`src/rtl/seq_detect_multi.sv`:
```
// Purpose: serial bit-sequence detector matching up to NUM_PAT programmable patterns, overlapping or not.
// Latency: match/z/match_id/match_count update one cycle after the edge accepting the completing bit.
// Backpressure: none; in_valid=0 pauses history and counter and zeroes the match flags for that cycle.
module seq_detect_multi #(
   parameter int NUM_PAT = 3,
   parameter int MAX_LEN = 8,
   parameter int CNT_W   = 16,
   localparam int LEN_W  = $clog2(MAX_LEN + 1),
   localparam int IDX_W  = (NUM_PAT > 1) ? $clog2(NUM_PAT) : 1
) (
   input  logic               clk,
   input  logic               rst,
   input  logic               in,
   input  logic               in_valid,
   input  logic               overlap,
   input  logic               clr,
   input  logic               cfg_we,
   input  logic [IDX_W-1:0]   cfg_idx,
   input  logic [MAX_LEN-1:0] cfg_pattern,
   input  logic [LEN_W-1:0]   cfg_len,
   output logic [NUM_PAT-1:0] match,
   output logic               z,
   output logic [IDX_W-1:0]   match_id,
   output logic [CNT_W-1:0]   match_count
);

   // Power-on pattern set mirrors the legacy fixed detector: 11, 101, 1011.
   function automatic logic [MAX_LEN-1:0] dflt_pat(input int i);
      case (i)
         0:       dflt_pat = MAX_LEN'(4'b0011);
         1:       dflt_pat = MAX_LEN'(4'b0101);
         2:       dflt_pat = MAX_LEN'(4'b1011);
         default: dflt_pat = '0;
      endcase
   endfunction

   function automatic logic [LEN_W-1:0] dflt_len(input int i);
      case (i)
         0:       dflt_len = LEN_W'(2);
         1:       dflt_len = LEN_W'(3);
         2:       dflt_len = LEN_W'(4);
         default: dflt_len = '0;
      endcase
   endfunction

   // Lowest set index wins; zero when nothing is set.
   function automatic logic [IDX_W-1:0] prio(input logic [NUM_PAT-1:0] v);
      prio = '0;
      for (int i = NUM_PAT - 1; i >= 0; i--) begin
         if (v[i]) prio = IDX_W'(i);
      end
   endfunction

   logic [MAX_LEN-1:0] pat [NUM_PAT];
   logic [LEN_W-1:0]   len [NUM_PAT];
   logic [MAX_LEN-1:0] hist;
   logic [LEN_W-1:0]   hcnt;
   logic [MAX_LEN-1:0] nh;
   logic [LEN_W-1:0]   nc;
   logic [NUM_PAT-1:0] hit;

   // Candidate history and valid-bit count if the current bit is accepted.
   always_comb begin
      nh = {hist[MAX_LEN-2:0], in};
      nc = (hcnt == LEN_W'(MAX_LEN)) ? hcnt : hcnt + 1'b1;
   end

   for (genvar g = 0; g < NUM_PAT; g++) begin : g_slot
      logic [MAX_LEN-1:0] mask;

      // Only the low len bits of a pattern take part in the compare.
      always_comb begin
         mask = '0;
         for (int b = 0; b < MAX_LEN; b++) begin
            mask[b] = (b < int'(len[g]));
         end
      end

      // Oversized lengths are kept in the slot but can never hit.
      assign hit[g] = (len[g] != '0) && (len[g] <= LEN_W'(MAX_LEN)) && (nc >= len[g]) &&
                      (((nh ^ pat[g]) & mask) == '0);
   end

   // Pattern slots: reset restores defaults; writes survive clr and take effect after this edge.
   always_ff @(posedge clk) begin
      if (rst) begin
         for (int i = 0; i < NUM_PAT; i++) begin
            pat[i] <= dflt_pat(i);
            len[i] <= dflt_len(i);
         end
      end else if (cfg_we && (int'(cfg_idx) < NUM_PAT)) begin
         pat[cfg_idx] <= cfg_pattern;
         len[cfg_idx] <= cfg_len;
      end
   end

   // History, match outputs and saturating counter; non-overlap mode restarts history count on a hit.
   always_ff @(posedge clk) begin
      if (rst || clr) begin
         hist        <= '0;
         hcnt        <= '0;
         match       <= '0;
         z           <= 1'b0;
         match_id    <= '0;
         match_count <= '0;
      end else if (in_valid) begin
         hist     <= nh;
         hcnt     <= (overlap || (hit == '0)) ? nc : '0;
         match    <= hit;
         z        <= |hit;
         match_id <= prio(hit);
         if ((|hit) && (match_count != {CNT_W{1'b1}})) begin
            match_count <= match_count + 1'b1;
         end
      end else begin
         match    <= '0;
         z        <= 1'b0;
         match_id <= '0;
      end
   end

endmodule

```
`config.mk`:
```
export PLATFORM = sky130hd
export DESIGN_NAME = seq_detect_multi
export DESIGN_NICKNAME = d
export VERILOG_FILES = /design/src/rtl/seq_detect_multi.sv
export SDC_FILE = /design/constraint.sdc
export NUM_CORES = 1
export LEC_CHECK = 0
export ABC_AREA = 1
export CORE_MARGIN = 3
export CORE_UTILIZATION = 51
export DETAILED_ROUTE_END_ITERATION = 10
export MAX_ROUTING_LAYER = met4
export PLACE_DENSITY = 0.82
export SYNTH_ARGS = -nofsm -noshare
export SYNTH_HDL_FRONTEND = slang
export SYNTH_SLANG_ARGS = --single-unit
export TNS_END_PERCENT = 5
```
`constraint.sdc`:
```
create_clock -name clk -period 2 [get_ports clk]
set_input_delay 0.3 -clock clk [delete_from_list [all_inputs] [get_ports clk]]
set_output_delay 0.3 -clock clk [all_outputs]
set_load 0.03 [all_outputs]
```
Word level (Yosys, flattened, before mapping)
Memories as Yosys holds them, arrays and structs flattened. Cells that the tools add are included. W data, S select, Z words.

RAM bits: 36. Input port bits: 21. Flip-flop bits (word level): 33. Output and inout bits: 22. Memories kept: 2. Word-level logic and storage cells: 99.

Add/sub/neg operators: 2. Bitwise gates (word level): 7. Multiplexer cells: 21. $lt $le $gt $ge: 31. Reductions and logical operators: 27. Equality and inequality tests: 2.

Memories: pat (words 3, bits a word 8, read ports 3, clocked after memory_dff 0, write ports 3, line 54) `logic [MAX_LEN-1:0] pat [NUM_PAT];`; len (words 3, bits a word 4, read ports 3, clocked after memory_dff 0, write ports 3, line 55) `logic [LEN_W-1:0] len [NUM_PAT];`.

Operators with widths (number): $lt A3 B4 Y1 const A (12); $mux W8 (4); $and A8 B8 Y8 (3); $logic_not A8 Y1 (3); $lt A1 B4 Y1 const A (6); $lt A2 B4 Y1 const A (6); $mux W4 (6); $xor A8 B8 Y8 (3); $add A16 B1 Y16 const B (1); $ne A16 B16 Y1 const B (1); $ge A4 B4 Y1 (3); $le A4 B4 Y1 const B (3); $reduce_bool A4 Y1 (3); $logic_and A1 B1 Y1 (11); $mux W1 (8); $reduce_or A4 Y1 (2); $reduce_or A8 Y1 (1); $mux W2 (3); $reduce_or A3 Y1 (2); $add A4 B1 Y4 const B (1); $eq A4 B4 Y1 const B (1); $logic_not A3 Y1 (1); $logic_or A1 B1 Y1 (2); $lt A2 B2 Y1 const B (1); 3 further kinds (3).

Depth between registers and ports, before layout
Depth in word-level cells: 8. Depth in mapped cells: 19. Mapped depth without buffers: 19.

Worst setup path before layout
OpenSTA, ideal clock, no wires.

Path kind: reg2reg. Start point: register hcnt[0]. End point: register match_count[15]. Buffers on the path: 1. Cell stages (with the launch flop): 16. Arrival: 2.014 ns. Data required time: 1.886 ns. Clock period less this slack: 2.128 ns. Library setup time: 0.114 ns. Setup slack: -0.128 ns. Cells stage by stage: dfxtp_1 -> inv_1 -> ha_1 -> nand2_1 -> nor2_1 -> xor2_1 -> ha_1 -> nand4_1 -> nand3_1 -> nand2_1 -> inv_1 -> nand3_2 -> nand3_4 -> buf_6 -> a21oi_1 -> nor2_1.

Longest elaborated chain between the ends: 8. Elaborated cells between the ends (all ways): 15. Those cells by class: add/sub (1); order compare (3); eq/ne (1); mux (1); reduce/logical (9).

RTL lines: start, declared (line 57) `logic [LEN_W-1:0] hcnt;`; start signal, assigned (line 108) `hcnt <= (overlap || (hit == '0)) ? nc : '0;`; $add A4 B1 Y4 or $eq A4 B4 Y1 (tied branches) (line 65) `nc = (hcnt == LEN_W'(MAX_LEN)) ? hcnt : hcnt + 1'b1;`; $mux W4 (*) (line 65); $ge A4 B4 Y1 (line 80) `assign hit[g] = (len[g] != '0) && (len[g] <= LEN_W'(MAX_LEN)) && (nc >= len[g]) &&`; $logic_and A1 B1 Y1 (2 in a row) (line 80); $reduce_or A3 Y1 (*) (line 112) `if ((|hit) && (match_count != {CNT_W{1'b1}})) begin`; $logic_and A1 B1 Y1 (*) (line 112); $reduce_and A2 Y1 (no line) (*); end signal, assigned (line 113) `match_count <= match_count + 1'b1;`; end, declared (line 24) `output logic [CNT_W-1:0] match_count`.

Every way passes the cells marked *; elsewhere a longest branch is shown, timed or not. A chain may end at the register's enable or synchronous reset.

Final worst setup path
Start point: register hcnt[1]. End point: register match_count[13].

The elaborated chain is that of the path after synthesis.

==> results.json <==
{
  "outcome": "finished with violations",
  "violations": "setup timing",
  "finalHoldViolCount": 0,
  "place_inst": 660,
  "dr_total_vias": 3321,
  "portBuffers": 42,
  "hold_depth": 2,
  "finalCritPeriodShare_pct": 112,
  "power.total_mw": 3.33,
  "r2r_setup_slack_ns": -0.25,
  "ys_seq_elements": 69,
  "grt_pass1_vias": 3233,
  "critPathMaxStageDelay_ns": 0.34,
  "path_depth": 20,
  "hold_path_class": "reg2reg",
  "switching_power_uw": 791,
  "reg2reg_depth": 20,
  "htreeDepth": 3,
  "p_leak_nw": 2.25,
  "initial_core_util_pct": 52.7,
  "cp_max_fo": 5,
  "drive_gt1_share_pct": 13.6,
  "num_antenna_cells": 0,
  "grt_usage_pct": 21.8,
  "power_frac_comb_pct": 12.0,
  "vias_per_cell": 4.88,
  "drv_slew": 0,
  "rsz0062_at_grt": "yes",
  "start_kind": "register",
  "clk_latency_ns": 0.35,
  "required_ns": 2.24,
  "grt_max_degree": 23,
  "stdcell_area_um2": 4950,
  "setup_viol": 23,
  "ios": 43,
  "antenna_found_initial": 0,
  "die_y_um": 92.8,
  "max_clock_freq_ghz": 0.445,
  "place.gp.congestion": 0.877,
  "area_delta_synth_final_pct": 28.7,
  "worst_pin_slew_ns": 0.389,
  "placed_cell_area_um2": 4630,
  "routedWlPerCell_um": 12.8,
  "die_width_um": 92.8,
  "p_sw_share_pct": 23.7,
  "yosys.area_share.simple_pct": 30.7,
  "crit_path_end_kind": "register",
  "ys_warn_count": 0,
  "cpMostUsedCell": "nand2_1",
  "synth_top_family_by_area": "simple AND/OR/NAND/NOR gates",
  "drc": 0,
  "rows": 31,
  "tritoncts.num_buffers": 9,
  "clkTransAtPathRegs_ns": 0.07,
  "dr.pass1.iters": 5,
  "grt_pass1_wl_mm": 14.4,
  "fillerInstances": 612,
  "avgSynthCellArea_um2": 7.67,
  "crit_family": "simple AND/OR/NAND/NOR gates",
  "skew_ns": 0.0130,
  "p_int_mw": 2.54,
  "die-area_um2": 8620,
  "synth_fa_ha_area_share_pct": 4.88,
  "final_cell_mix": "nand2_1 (141), nor2_1 (79), inv_1 (68)",
  "synthMuxAreaShare_pct": 0,
  "drtAntennaViolNets": 0,
  "p_seq_share_pct": 47.8,
  "synth_compound_area_share_pct": 5.24,
  "drt_wl_total_mm": 8.74,
  "clock-sinks": 69,
  "vdd_drop_max_mv": 0.429,
  "grt_overflow": 0,
  "mappedNetlistArea_um2": 3840,
  "dr.first_iter.drc_count": 150,
  "fin_crit_ns": 2.25,
  "nets": 612,
  "core_area_um2": 7290,
  "layout_commonest_cell": "nand2_1",
  "seq_area_frac_synth_pct": 45.3,
  "cap_viol_max_count": 0,
  "r2r-end": "match_count[13]$_SDFFE_PP0P_",
  "fin_cells": 680,
  "setup.worst_path.class": "reg2reg",
  "path_cells": "inv_2, ha_4, nand2_4, nor2_4, xor2_4, ha_1, inv_1, nand2_1, nand2_1, nand2_1, nand3_1, nand2_1, inv_1, nand3_2, nand3_4, buf_4, nand2_1, nand2_1, nand2_1, nor2_1",
  "crit_arrival_ns": 2.49,
  "cp_slowest_cell": "dfxtp_2",
  "worstHoldEndpoint": "hcnt[1]$_SDFFE_PP0P_",
  "clock-root-buffer": "clkbuf_8",
  "cts_tree": "done",
  "power_per_cell_area_nw_per_um2": 674,
  "synthXorXnorAreaFrac_pct": 5.47,
  "fin_util_pct": 67.8,
  "ys_types": 33,
  "relSlewSlack_pct": 73.8,
  "hpwlAfterDp_mm": 6.60,
  "min_from": "hcnt[1]$_SDFFE_PP0P_",
  "ctsHoldBuffers": 0,
  "syn-instance-count": 501,
  "crit_buf_inv": 4,
  "syn_nets": 537,
  "setup_slack_ns": -0.246,
  "reg2reg_from": "hcnt[1]$_SDFFE_PP0P_",
  "pwr-share-clk_pct": 40.2,
  "clk_path_buf_depth": 2
}
-- cell usage after synthesis, drive strengths merged --
cell type,number,area share (%)
xor2,22,5.0
clkbuf,2,0.20
dfxtp,33,17
inv,72,7.0
and3,1,0.20
edfxtp,36,28
ha,15,4.9
nand3b,4,1.1
nand3,28,4.5
xnor2,2,0.46
nand4,4,0.65
o21ai,15,2.0
nor2,86,8.9
buf,4,1.0
clkinv,2,0.20
or2,3,0.49
nor3,2,0.26
a211oi,1,0.20
nand2,145,14
and2,1,0.16
a21oi,23,3.1
-- sequential cells by signal, summed over array words and instances (netlist names) --
register     flops
match_count     16
hist             7
match_id         2
pat             24
z                1
match            3
len             12
hcnt             4
-- through the flow --
stage / hold slack [ns] / TNS (ns) / worst slack, ns
floorplan: 0.449 / -0.217 / -0.0391
global placement: 0.478 / -1.87 / -0.136
detailed placement: 0.479 / -3.85 / -0.258
CTS: 0.489 / -4.16 / -0.245
global route: 0.514 / -8.50 / -0.430
finish: 0.489 / -4.25 / -0.246
-- worst max path at each step --
stage                    startpoint                           end
2_1_floorplan  hcnt[0]$_SDFFE_PP0P_   match_count[7]$_SDFFE_PP0P_
3_3_place_gp   hcnt[0]$_SDFFE_PP0P_   match_count[7]$_SDFFE_PP0P_
3_5_place_dp   hcnt[0]$_SDFFE_PP0P_  match_count[10]$_SDFFE_PP0P_
4_1_cts        hcnt[0]$_SDFFE_PP0P_          hcnt[0]$_SDFFE_PP0P_
5_1_grt        hcnt[1]$_SDFFE_PP0P_  match_count[13]$_SDFFE_PP0P_
6_report       hcnt[1]$_SDFFE_PP0P_  match_count[13]$_SDFFE_PP0P_
-- routing by layer --
layer | wire length, µm | vias to the layer above | track usage, %
li1 | - | 1721 | -
met1 | 3700 | 1477 | 24.8
met2 | 4380 | 105 | 36.7
met3 | 456 | 18 | 3.82
met4 | 205 | 0 | 11.2
met5 | 0 | - | -
-- final cells by class --
cell class / count / area, µm² / share of cell area [%]
flip-flops and latches: 69 / 1750 / 35.3
clock inverters: 5 / 98.8 / 2.00
multi-input cells: 353 / 1890 / 38.2
well taps: 99 / 124 / 2.50
clock buffers: 11 / 131 / 2.66
repair buffers: 69 / 679 / 13.7
inverters: 74 / 278 / 5.61
-- power by group through the flow --
stage | combinational, mW | sequential [mW] | clock, mW
after global placement | 0.373 | 1.62 | 0
after global routing | 0.446 | 1.60 | 1.42
after CTS | 0.398 | 1.59 | 1.36
final | 0.398 | 1.59 | 1.34
after floorplan | 0.245 | 1.61 | 0
after detailed placement | 0.386 | 1.63 | 0
-- logic make-up after synthesis --
| group | after synthesis |
|---|---|
| adders and majority gates | 15 |
| buffers and inverters | 80 |
| xor gates and xnor gates | 24 |
| DFF | 69 |
| and+or+nand+nor | 274 |
| AOI/OAI and AO/OA | 39 |
-- what timing repair did --
action                     4_1_cts  5_1_grt
buffers inserted                 2        0
gates cloned                     2        0
setup endpoints to repair       21       26
hold endpoints to repair         0        0
gates resized for setup          7        1
pin swaps                       10        1
-- worst register-to-register path, cell delays in order (launching register included) --
cell     delay, ns
dfxtp_2       0.34
inv_2         0.07
ha_4          0.13
nand2_4       0.05
nor2_4        0.14
xor2_4        0.20
ha_1          0.17
inv_1         0.04
nand2_1       0.05
nand2_1       0.05
nand2_1       0.05
nand3_1       0.08
nand2_1       0.07
inv_1         0.04
nand3_2       0.12
nand3_4       0.16
buf_4         0.18
nand2_1       0.07
nand2_1       0.05
nand2_1       0.05
nor2_1        0.04
(Power assumes the default switching activity.)
